$ cat config.mk
export PLATFORM = sky130hd
export DESIGN_NAME = load_result_unit
export DESIGN_NICKNAME = d
export VERILOG_FILES = /design/src/rtl/cpu_load_pkg.sv /design/src/rtl/load_extract.sv /design/src/rtl/load_result_unit.sv
export SDC_FILE = /design/constraint.sdc
export NUM_CORES = 1
export LEC_CHECK = 0
export ABC_CLOCK_PERIOD_IN_PS = 3700
export CORE_AREA = 2 2 112 114
export DETAILED_ROUTE_END_ITERATION = 8
export DIE_AREA = 0 0 114 116
export PLACE_DENSITY_LB_ADDON = 0.25
export REMOVE_ABC_BUFFERS = 1
export SLEW_MARGIN = 20
export SYNTH_ARGS = -nofsm -noshare
export SYNTH_HDL_FRONTEND = slang
export SYNTH_HIERARCHICAL = 1
export SYNTH_SLANG_ARGS = --single-unit
$ cat constraint.sdc
create_clock -name clk -period 3.7 [get_ports clk]
set_clock_uncertainty 0.1 [all_clocks]
set_input_delay 0.37 -clock clk [delete_from_list [all_inputs] [get_ports clk]]
set_output_delay 0.37 -clock clk [all_outputs]
set_load 0.02 [all_outputs]
$ cat src/rtl/cpu_load_pkg.sv
// Shared load definitions: load_type_t encoding and the legal DATA_W set.
package cpu_load_pkg;

    typedef enum logic [3:0] {
        LT_W  = 4'd0,
        LT_H  = 4'd1,
        LT_HU = 4'd2,
        LT_B  = 4'd3,
        LT_BU = 4'd4,
        LT_WU = 4'd5,
        LT_D  = 4'd6,
        LT_WL = 4'd7,
        LT_WR = 4'd8
    } load_type_t;

    localparam int DATA_W_NARROW = 32;
    localparam int DATA_W_WIDE   = 64;

    function automatic bit data_w_legal(input int w);
        return (w == DATA_W_NARROW) || (w == DATA_W_WIDE);
    endfunction

endpackage

$ cat src/rtl/load_extract.sv
// Combinational lane select, sign/zero extension, unaligned merge and
// misalignment detection for one load response.
// Optional feature: LOAD_UNALIGNED_EN adds LT_WL / LT_WR (32-bit only).
module load_extract
    import cpu_load_pkg::*;
#(
    parameter int DATA_W = 32,
    localparam int OFF_W = $clog2(DATA_W / 8)
) (
    input  logic [DATA_W-1:0] data,
    input  logic [OFF_W-1:0]  addr,
    input  logic [3:0]        ltype,
    input  logic [DATA_W-1:0] rt,
    output logic [DATA_W-1:0] result,
    output logic              adel
);

    // Memory word shifted so the addressed byte sits in bit 0.
    logic [DATA_W-1:0] lane;
    assign lane = data >> {addr, 3'b000};

`ifdef LOAD_UNALIGNED_EN
    logic [4:0]  left_sh;
    logic [4:0]  right_sh;
    logic [31:0] left_mask;
    logic [31:0] right_mask;
    logic [31:0] merge_left;
    logic [31:0] merge_right;

    // LWL keeps the low (3-o) bytes of rt; LWR keeps its high o bytes.
    assign left_sh     = {~addr[1:0], 3'b000};
    assign right_sh    = {addr[1:0], 3'b000};
    assign left_mask   = 32'hFFFF_FFFF << left_sh;
    assign right_mask  = 32'hFFFF_FFFF >> right_sh;
    assign merge_left  = ((data[31:0] << left_sh) & left_mask) | (rt[31:0] & ~left_mask);
    assign merge_right = ((data[31:0] >> right_sh) & right_mask) | (rt[31:0] & ~right_mask);
`else
    logic unused_rt;
    assign unused_rt = ^rt;
`endif

    // Decode the load type; misaligned accesses return 0 with adel raised.
    always_comb begin
        result = '0;
        adel   = 1'b0;
        case (ltype)
            LT_B:  result = DATA_W'($signed(lane[7:0]));
            LT_BU: result = DATA_W'(lane[7:0]);
            LT_H: begin
                if (addr[0]) adel = 1'b1;
                else         result = DATA_W'($signed(lane[15:0]));
            end
            LT_HU: begin
                if (addr[0]) adel = 1'b1;
                else         result = DATA_W'(lane[15:0]);
            end
            LT_W: begin
                if (addr[1:0] != 2'b00) adel = 1'b1;
                else                    result = DATA_W'($signed(lane[31:0]));
            end
            LT_WU: begin
                if (DATA_W == DATA_W_WIDE) begin
                    if (addr[1:0] != 2'b00) adel = 1'b1;
                    else                    result = DATA_W'(lane[31:0]);
                end
            end
            LT_D: begin
                if (DATA_W == DATA_W_WIDE) begin
                    if (addr != '0) adel = 1'b1;
                    else            result = data;
                end
            end
`ifdef LOAD_UNALIGNED_EN
            LT_WL: result = DATA_W'(merge_left);
            LT_WR: result = DATA_W'(merge_right);
`endif
            default: ;
        endcase
    end

endmodule

$ cat src/rtl/load_result_unit.sv
// Load result unit: formats data-cache responses through load_extract and
// queues them in a DEPTH-entry circular FIFO toward writeback.
// Optional feature: LOAD_UNALIGNED_EN (LT_WL / LT_WR, DATA_W=32 only).
module load_result_unit
    import cpu_load_pkg::*;
#(
    parameter int DATA_W = 32,
    parameter int DEPTH  = 2,
    parameter int TAG_W  = 5,
    localparam int OFF_W = $clog2(DATA_W / 8)
) (
    input  logic              clk,
    input  logic              rst,
    input  logic              flush_i,
    input  logic              in_valid_i,
    output logic              in_ready_o,
    input  logic [DATA_W-1:0] in_data_i,
    input  logic [OFF_W-1:0]  in_addr_i,
    input  logic [3:0]        in_type_i,
    input  logic [DATA_W-1:0] in_rt_i,
    input  logic [TAG_W-1:0]  in_tag_i,
    output logic              out_valid_o,
    input  logic              out_ready_i,
    output logic [DATA_W-1:0] out_data_o,
    output logic [TAG_W-1:0]  out_tag_o,
    output logic              out_adel_o
);

    localparam int PTR_W = (DEPTH > 1) ? $clog2(DEPTH) : 1;
    localparam int CNT_W = $clog2(DEPTH + 1);

    if (!data_w_legal(DATA_W)) begin : g_bad_width
        $error("load_result_unit: DATA_W must be 32 or 64");
    end
    if (DEPTH < 1 || DEPTH > 8) begin : g_bad_depth
        $error("load_result_unit: DEPTH must be in 1..8");
    end
`ifdef LOAD_UNALIGNED_EN
    if (DATA_W != DATA_W_NARROW) begin : g_bad_unaligned
        $error("load_result_unit: LOAD_UNALIGNED_EN requires DATA_W=32");
    end
`endif

    logic [DATA_W-1:0] ext_data;
    logic              ext_adel;

    load_extract #(.DATA_W(DATA_W)) u_extract (
        .data   (in_data_i),
        .addr   (in_addr_i),
        .ltype  (in_type_i),
        .rt     (in_rt_i),
        .result (ext_data),
        .adel   (ext_adel)
    );

    logic [DATA_W-1:0] mem_data [DEPTH];
    logic [TAG_W-1:0]  mem_tag  [DEPTH];
    logic              mem_adel [DEPTH];

    logic [PTR_W-1:0] wr_ptr;
    logic [PTR_W-1:0] rd_ptr;
    logic [CNT_W-1:0] count;
    logic             live;
    logic             push;
    logic             pop;

    function automatic logic [PTR_W-1:0] ptr_inc(input logic [PTR_W-1:0] p);
        return (p == PTR_W'(DEPTH - 1)) ? '0 : p + 1'b1;
    endfunction

    // live holds ready low during reset and until the first edge after it.
    assign in_ready_o  = live && (count < CNT_W'(DEPTH));
    assign push        = in_valid_i && in_ready_o;
    assign out_valid_o = (count != '0);
    assign pop         = out_valid_o && out_ready_i;

    assign out_data_o  = out_valid_o ? mem_data[rd_ptr] : '0;
    assign out_tag_o   = out_valid_o ? mem_tag[rd_ptr]  : '0;
    assign out_adel_o  = out_valid_o ? mem_adel[rd_ptr] : 1'b0;

    // FIFO control: pointers and occupancy; flush overrides push and pop.
    always_ff @(posedge clk or posedge rst) begin
        if (rst) begin
            wr_ptr <= '0;
            rd_ptr <= '0;
            count  <= '0;
            live   <= 1'b0;
        end else begin
            live <= 1'b1;
            if (flush_i) begin
                wr_ptr <= '0;
                rd_ptr <= '0;
                count  <= '0;
            end else begin
                if (push) wr_ptr <= ptr_inc(wr_ptr);
                if (pop)  rd_ptr <= ptr_inc(rd_ptr);
                case ({push, pop})
                    2'b10:   count <= count + 1'b1;
                    2'b01:   count <= count - 1'b1;
                    default: ;
                endcase
            end
        end
    end

    // Entry storage; contents are only visible while counted as valid.
    always_ff @(posedge clk) begin
        if (push && !flush_i) begin
            mem_data[wr_ptr] <= ext_data;
            mem_tag[wr_ptr]  <= in_tag_i;
            mem_adel[wr_ptr] <= ext_adel;
        end
    end

endmodule

## After elaboration in Yosys (flattened, before gate mapping)

Memories as Yosys holds them, arrays and structs flattened.
Index checks and enable logic that the tools add are counted.

| cells by class | value |
|---|---|
| add/sub/neg operators | 4 |
| $lt $le $gt $ge | 1 |
| equal/unequal tests | 6 |
| shift-type cells | 1 |
| mux-type cells | 20 |
| reductions and logical operators | 12 |

Operator list:

| kind | number |
|---|---|
| case mux 32 bit (5 select lines) | 1 |
| two-way mux 32 bit | 3 |
| >> shifter 32 x 5 -> 32 bit | 1 |
| two-way mux 16 bit | 1 |
| two-way mux 1 bit | 11 |
| equality test 4 x 2 -> 1 bit, second input constant | 2 |
| nonzero test 2 bit | 4 |
| two-way mux 5 bit | 1 |
| equality test 4 x 1 -> 1 bit, second input constant | 1 |
| equality test 4 x 3 -> 1 bit, second input constant | 1 |
| logical AND 1 bit | 4 |
| zero test 4 bit | 1 |
| case mux 2 bit (2 select lines) | 1 |
| nonzero test 3 bit | 1 |
| adder 1 bit, second input constant | 2 |
| adder 2 x 1 -> 2 bit, second input constant | 1 |
| equality test 2 x 1 -> 1 bit, second input constant | 1 |
| equality test 2 bit, second input constant | 1 |
| less-than comparator 2 bit, second input constant | 1 |
| two-way mux 2 bit | 1 |
| case mux 1 bit (2 select lines) | 1 |
| OR reduction 2 bit | 1 |
| subtractor 2 x 1 -> 2 bit, second input constant | 1 |
| zero test 1 bit | 1 |

| word-level totals | value |
|---|---|
| bits in registers | 5 |
| memory bits (writable) | 76 |
| input port bits | 80 |
| output and inout port bits | 40 |
| logic and storage cells | 51 |
| memories | 3 |

Memory list:

| name | words | width | rd ports | clocked after Yosys merged registers in | write ports | line | source |
|---|---|---|---|---|---|---|---|
| mem_data | 2 | 32 | 1 | 0 | 1 | load_result_unit.sv:56 | `logic [DATA_W-1:0] mem_data [DEPTH];` |
| mem_tag | 2 | 5 | 1 | 0 | 1 | load_result_unit.sv:57 | `logic [TAG_W-1:0] mem_tag [DEPTH];` |
| mem_adel | 2 | 1 | 1 | 0 | 1 | load_result_unit.sv:58 | `logic mem_adel [DEPTH];` |

## Depth between registers and ports, before layout

| depth | value |
|---|---|
| depth in word-level cells | 6 |
| depth in mapped cells | 5 |

## By module

The synthesis kept the hierarchy.

By module, submodules not included:

| module | instances | cells each | area an instance (µm²) |
|---|---|---|---|
| load_result_unit | 1 | 188 | 3,163.0 |
| load_extract | 1 | 102 | 957.2 |

## Worst setup path after synthesis

OpenSTA, ideal clock, no wires.

| timing path | value |
|---|---|
| path type | reg-to-reg |
| from | reg count[1] |
| to | mem mem_adel[1] (enable) |
| data arrival time | 3,423 ps |
| path slack | -312 ps |
| stages on the path, launching flop included | 3 |
| path through | dfrtp_1 > nand3b_4 > nor3b_1 |

| on the way | value |
|---|---|
| longest elaborated chain between the ends | 6 |

RTL lines:

| item | line | source |
|---|---|---|
| from (decl) | load_result_unit.sv:62 | `logic [CNT_W-1:0] count;` |
| from (signal assigned) | load_result_unit.sv:98 | `2'b10: count <= count + 1'b1;` |
| from (signal assigned) | load_result_unit.sv:99 | `2'b01: count <= count - 1'b1;` |
| less-than comparator 2 bit | load_result_unit.sv:72 | `assign in_ready_o = live && (count < CNT_W'(DEPTH));` |
| logical AND 1 bit | load_result_unit.sv:72 |  |
| logical AND 1 bit | load_result_unit.sv:73 | `assign push = in_valid_i && in_ready_o;` |
| logical AND 1 bit | load_result_unit.sv:108 | `if (push && !flush_i) begin` |
| two-way mux 1 bit | load_result_unit.sv:108 |  |
| two-way mux 1 bit (implied by the code) | load_result_unit.sv:111 | `mem_adel[wr_ptr] <= ext_adel;` |
| to (decl) | load_result_unit.sv:58 |  |

No other way between the ends.

## Worst setup path after layout

| timing path | value |
|---|---|
| from | reg count[0] |
| to | out out_data_o[1] |

| on the way | value |
|---|---|
| longest elaborated chain between the ends | 2 |

RTL lines:

| item | line | source |
|---|---|---|
| nonzero test 2 bit | load_result_unit.sv:74 | `assign out_valid_o = (count != '0);` |
| two-way mux 32 bit | load_result_unit.sv:77 | `assign out_data_o = out_valid_o ? mem_data[rd_ptr] : '0;` |
| to (decl) | load_result_unit.sv:24 | `output logic [DATA_W-1:0] out_data_o,` |

No other way between the ends.

==> run_results.csv <==
group,metric,value,unit
status,status,"finished clean",
cts,cts.clk_slew.worst_paths,0.06,ns
drt,vias,2693,
cells_and_area,syn_to_final_growth,29.7,%
floorplan,die_area,13200,um2
place,place_area,5060,um2
power_and_ir_drop,power.switching,492,uW
cells_and_area,layout-drive-gt1-share,12.7,%
setup_path,reg2reg_setup_slack,1.90,ns
setup_path,crit_type,"reg2out",
setup_path,arrival,2.26,ns
floorplan,rows,40,
cells_and_area,nets,454,
place,dp.cells,510,
timing,period_share,73.8,%
timing,finalCriticalPeriod,2.73,ns
setup_path,r2r_end,"mem_data[1][1]$_DFFE_PP_",
power_and_ir_drop,ir_drop,0.000179,V
logic_synthesis,synth_edf_count,76,
power_and_ir_drop,clkPwrFrac,38.8,%
cells_and_area,design_area,5340,um2
grt,grt_max_degree,39,
logic_synthesis,synth_ff_type,"edfxtp_1",
logic_synthesis,yosys_warnings,6,
cells_and_area,mostFrequentLayoutCell,"clkdlybuf4s50_1",
cells_and_area,stdcell_count,526,
hold_path,hold_path.class,"in2async",
floorplan,coreArea,11900,um2
job,drv_cap,0,
logic_synthesis,ys_ff_latch,81,
floorplan,io_pins,120,
drt,ant_nets,0,
timing,maxSlewViolCount,0,
timing,rsz0062_at_grt,"false",
floorplan,die_w,114,um
cts,numCtsBuffers,9,
timing,timing.fmax,366,MHz
setup_path,required,3.23,ns
cts,clk_path_buf_depth,2,
logic_synthesis,syn_avg_cell_area,14.2,um2
grt,gr-total-overflow,0,
drt,route.detailed.drc,0,
cts,cts_tree,"done",
timing,fin_ws,0.971,ns
place,numPortBuffers,87,
timing,finalSetupViolations,0,
timing,slew_headroom,39.6,%
cells_and_area,n_antenna_cell,0,
place,globalplace.congestion,0.802,
power_and_ir_drop,p_per_area,408,nW/um2
logic_synthesis,syn_area,4120,um2
timing,holdWs,0.143,ns
drt,wirelength,9.29,mm
grt,grt_util_all_layers,14.6,%
power_and_ir_drop,pwr-share-comb,13.8,%
power_and_ir_drop,power.leakage,0.00180,uW
setup_path,end_kind,"output pin",
logic_synthesis,yosysUniqueCellTypes,42,
drt,dr.first_iter.drc_count,122,
setup_path,crit_fanout,22,
place,place_hpwl,6.33,mm
cts,htreeDepth,3,
timing,finalHoldViolations,0,
logic_synthesis,async_reset_ff_share,6.17,%
cells_and_area,final_cell_mix,"87 x clkdlybuf4s50_1, 76 x edfxtp_1, 46 x mux2i_1",
cells_and_area,fin_util,44.9,%
grt,grt_pass1_wl,14.5,mm
setup_path,ff2ff_path_depth,3,
floorplan,die_y,116,um
place,dp_worst_setup_slack,1.11,ns
cts,clk-insertion-delay-late,0.33,ns
timing,worst_pin_slew,0.899,ns
setup_path,r2r-start,"count[1]$_DFFE_PP0P_",
grt,grt_pass1_vias,2773,
power_and_ir_drop,sequentialPowerShare,47.5,%
setup_path,worst_setup_path_start_kind,"register",
power_and_ir_drop,p_int,1690,uW
logic_synthesis,syn_inst,290,
floorplan,start_util,34.6,%
drt,wl_per_cell,17.7,um
drt,drtPass1Iterations,4,
drt,viasPerCell,5.12,
cts,cts.hold.buffers_added,0,
grt,antenna_found_initial,0,
logic_synthesis,ys_seq_area_share,58.4,%
cts,cts_resized,0,
cts,cts-root-buf,"clkbuf_16",
cts,cts.sinks,81,
power_and_ir_drop,p_sw_share,22.6,%
cts,post_cts_buffers,0,
-- synthesized netlist by cell type, types with 5 or more instances --
cell	instances	area share, %
a2bb2oi_1	6	1.3
buf_2	7	0.85
buf_4	5	0.91
buf_6	7	1.9
dfrtp_1	5	3.0
edfxtp_1	76	55
mux2i_1	46	11
nand3_1	16	1.9
nor2_1	42	3.8
nor2b_1	9	1.4
o211ai_1	6	1.1
o211ai_2	10	3.0
o21ai_0	8	0.97
-- registers in the layout (all words and copies together), names as in the netlist --
register,count
rd_ptr,1
mem_tag,10
mem_data,64
wr_ptr,1
mem_adel,2
count,2
live,1
-- critical path, stage by stage (launching register included) --
cell and delay, ns:
dfrtp_1 0.45, nor2_4 0.45, buf_4 0.35, nor2_1 0.12
clkdlybuf4s50_1 0.55
-- cells by family after synthesis --
family                    count (synthesis)  synth area share (%)
other                                     1                0.0910
AOI/OAI and AO/OA                        40                  8.59
buffers and inverters                    26                  5.10
xor gates and xnor gates                  2                 0.425
DFF                                      81                  58.4
and+or+nand+nor                          85                  11.1
muxes                                    55                  16.2
-- power groups by stage --
stage	Combinational, uW	Sequential, uW	Clock, uW
global placement	298	1050	0
detailed placement	302	1050	0
finish	300	1030	844
CTS	304	1030	867
floorplan	145	1060	0
global route	323	1040	912
-- layout make-up --
| type | instances | area (um2) |
|---|---|---|
| Fill cell | 1096 | 6570 |
| Sequential cell | 81 | 2410 |
| Multi-Input combinational cell | 183 | 1520 |
| Timing Repair Buffer | 95 | 931 |
| Clock buffer | 10 | 229 |
| Tap cell | 147 | 184 |
| Clock inverter | 6 | 58.8 |
| Inverter | 4 | 15.0 |
-- worst max-delay path by stage --
stage                              start                        end  slack, ns
finish              count[0]$_DFFE_PP0P_              out_data_o[1]       0.97
global route        count[0]$_DFFE_PP0P_              out_data_o[1]       0.81
CTS                 count[0]$_DFFE_PP0P_              out_data_o[1]       0.90
detailed placement          in_addr_i[1]  mem_data[0][23]$_DFFE_PP_       1.11
global placement            in_addr_i[0]  mem_data[0][25]$_DFFE_PP_       1.14
floorplan           count[1]$_DFFE_PP0P_      mem_adel[1]$_DFFE_PP_      -0.31
-- layer usage --
layer / global-route usage, % / part of all wire, %
met5: 0 / 0
met4: 6.18 / 1.7
met1: 18.7 / 45
met2: 24.2 / 48
met3: 3.03 / 5.0
-- per-stage QoR --
stage,power [uW],TNS [ns]
after floorplan,1200,-15.23
after global placement,1350,0
after detailed placement,1360,0
after CTS,2200,0
after global routing,2270,0
final,2180,0
No activity file was read; power rests on OpenSTA's default activity.
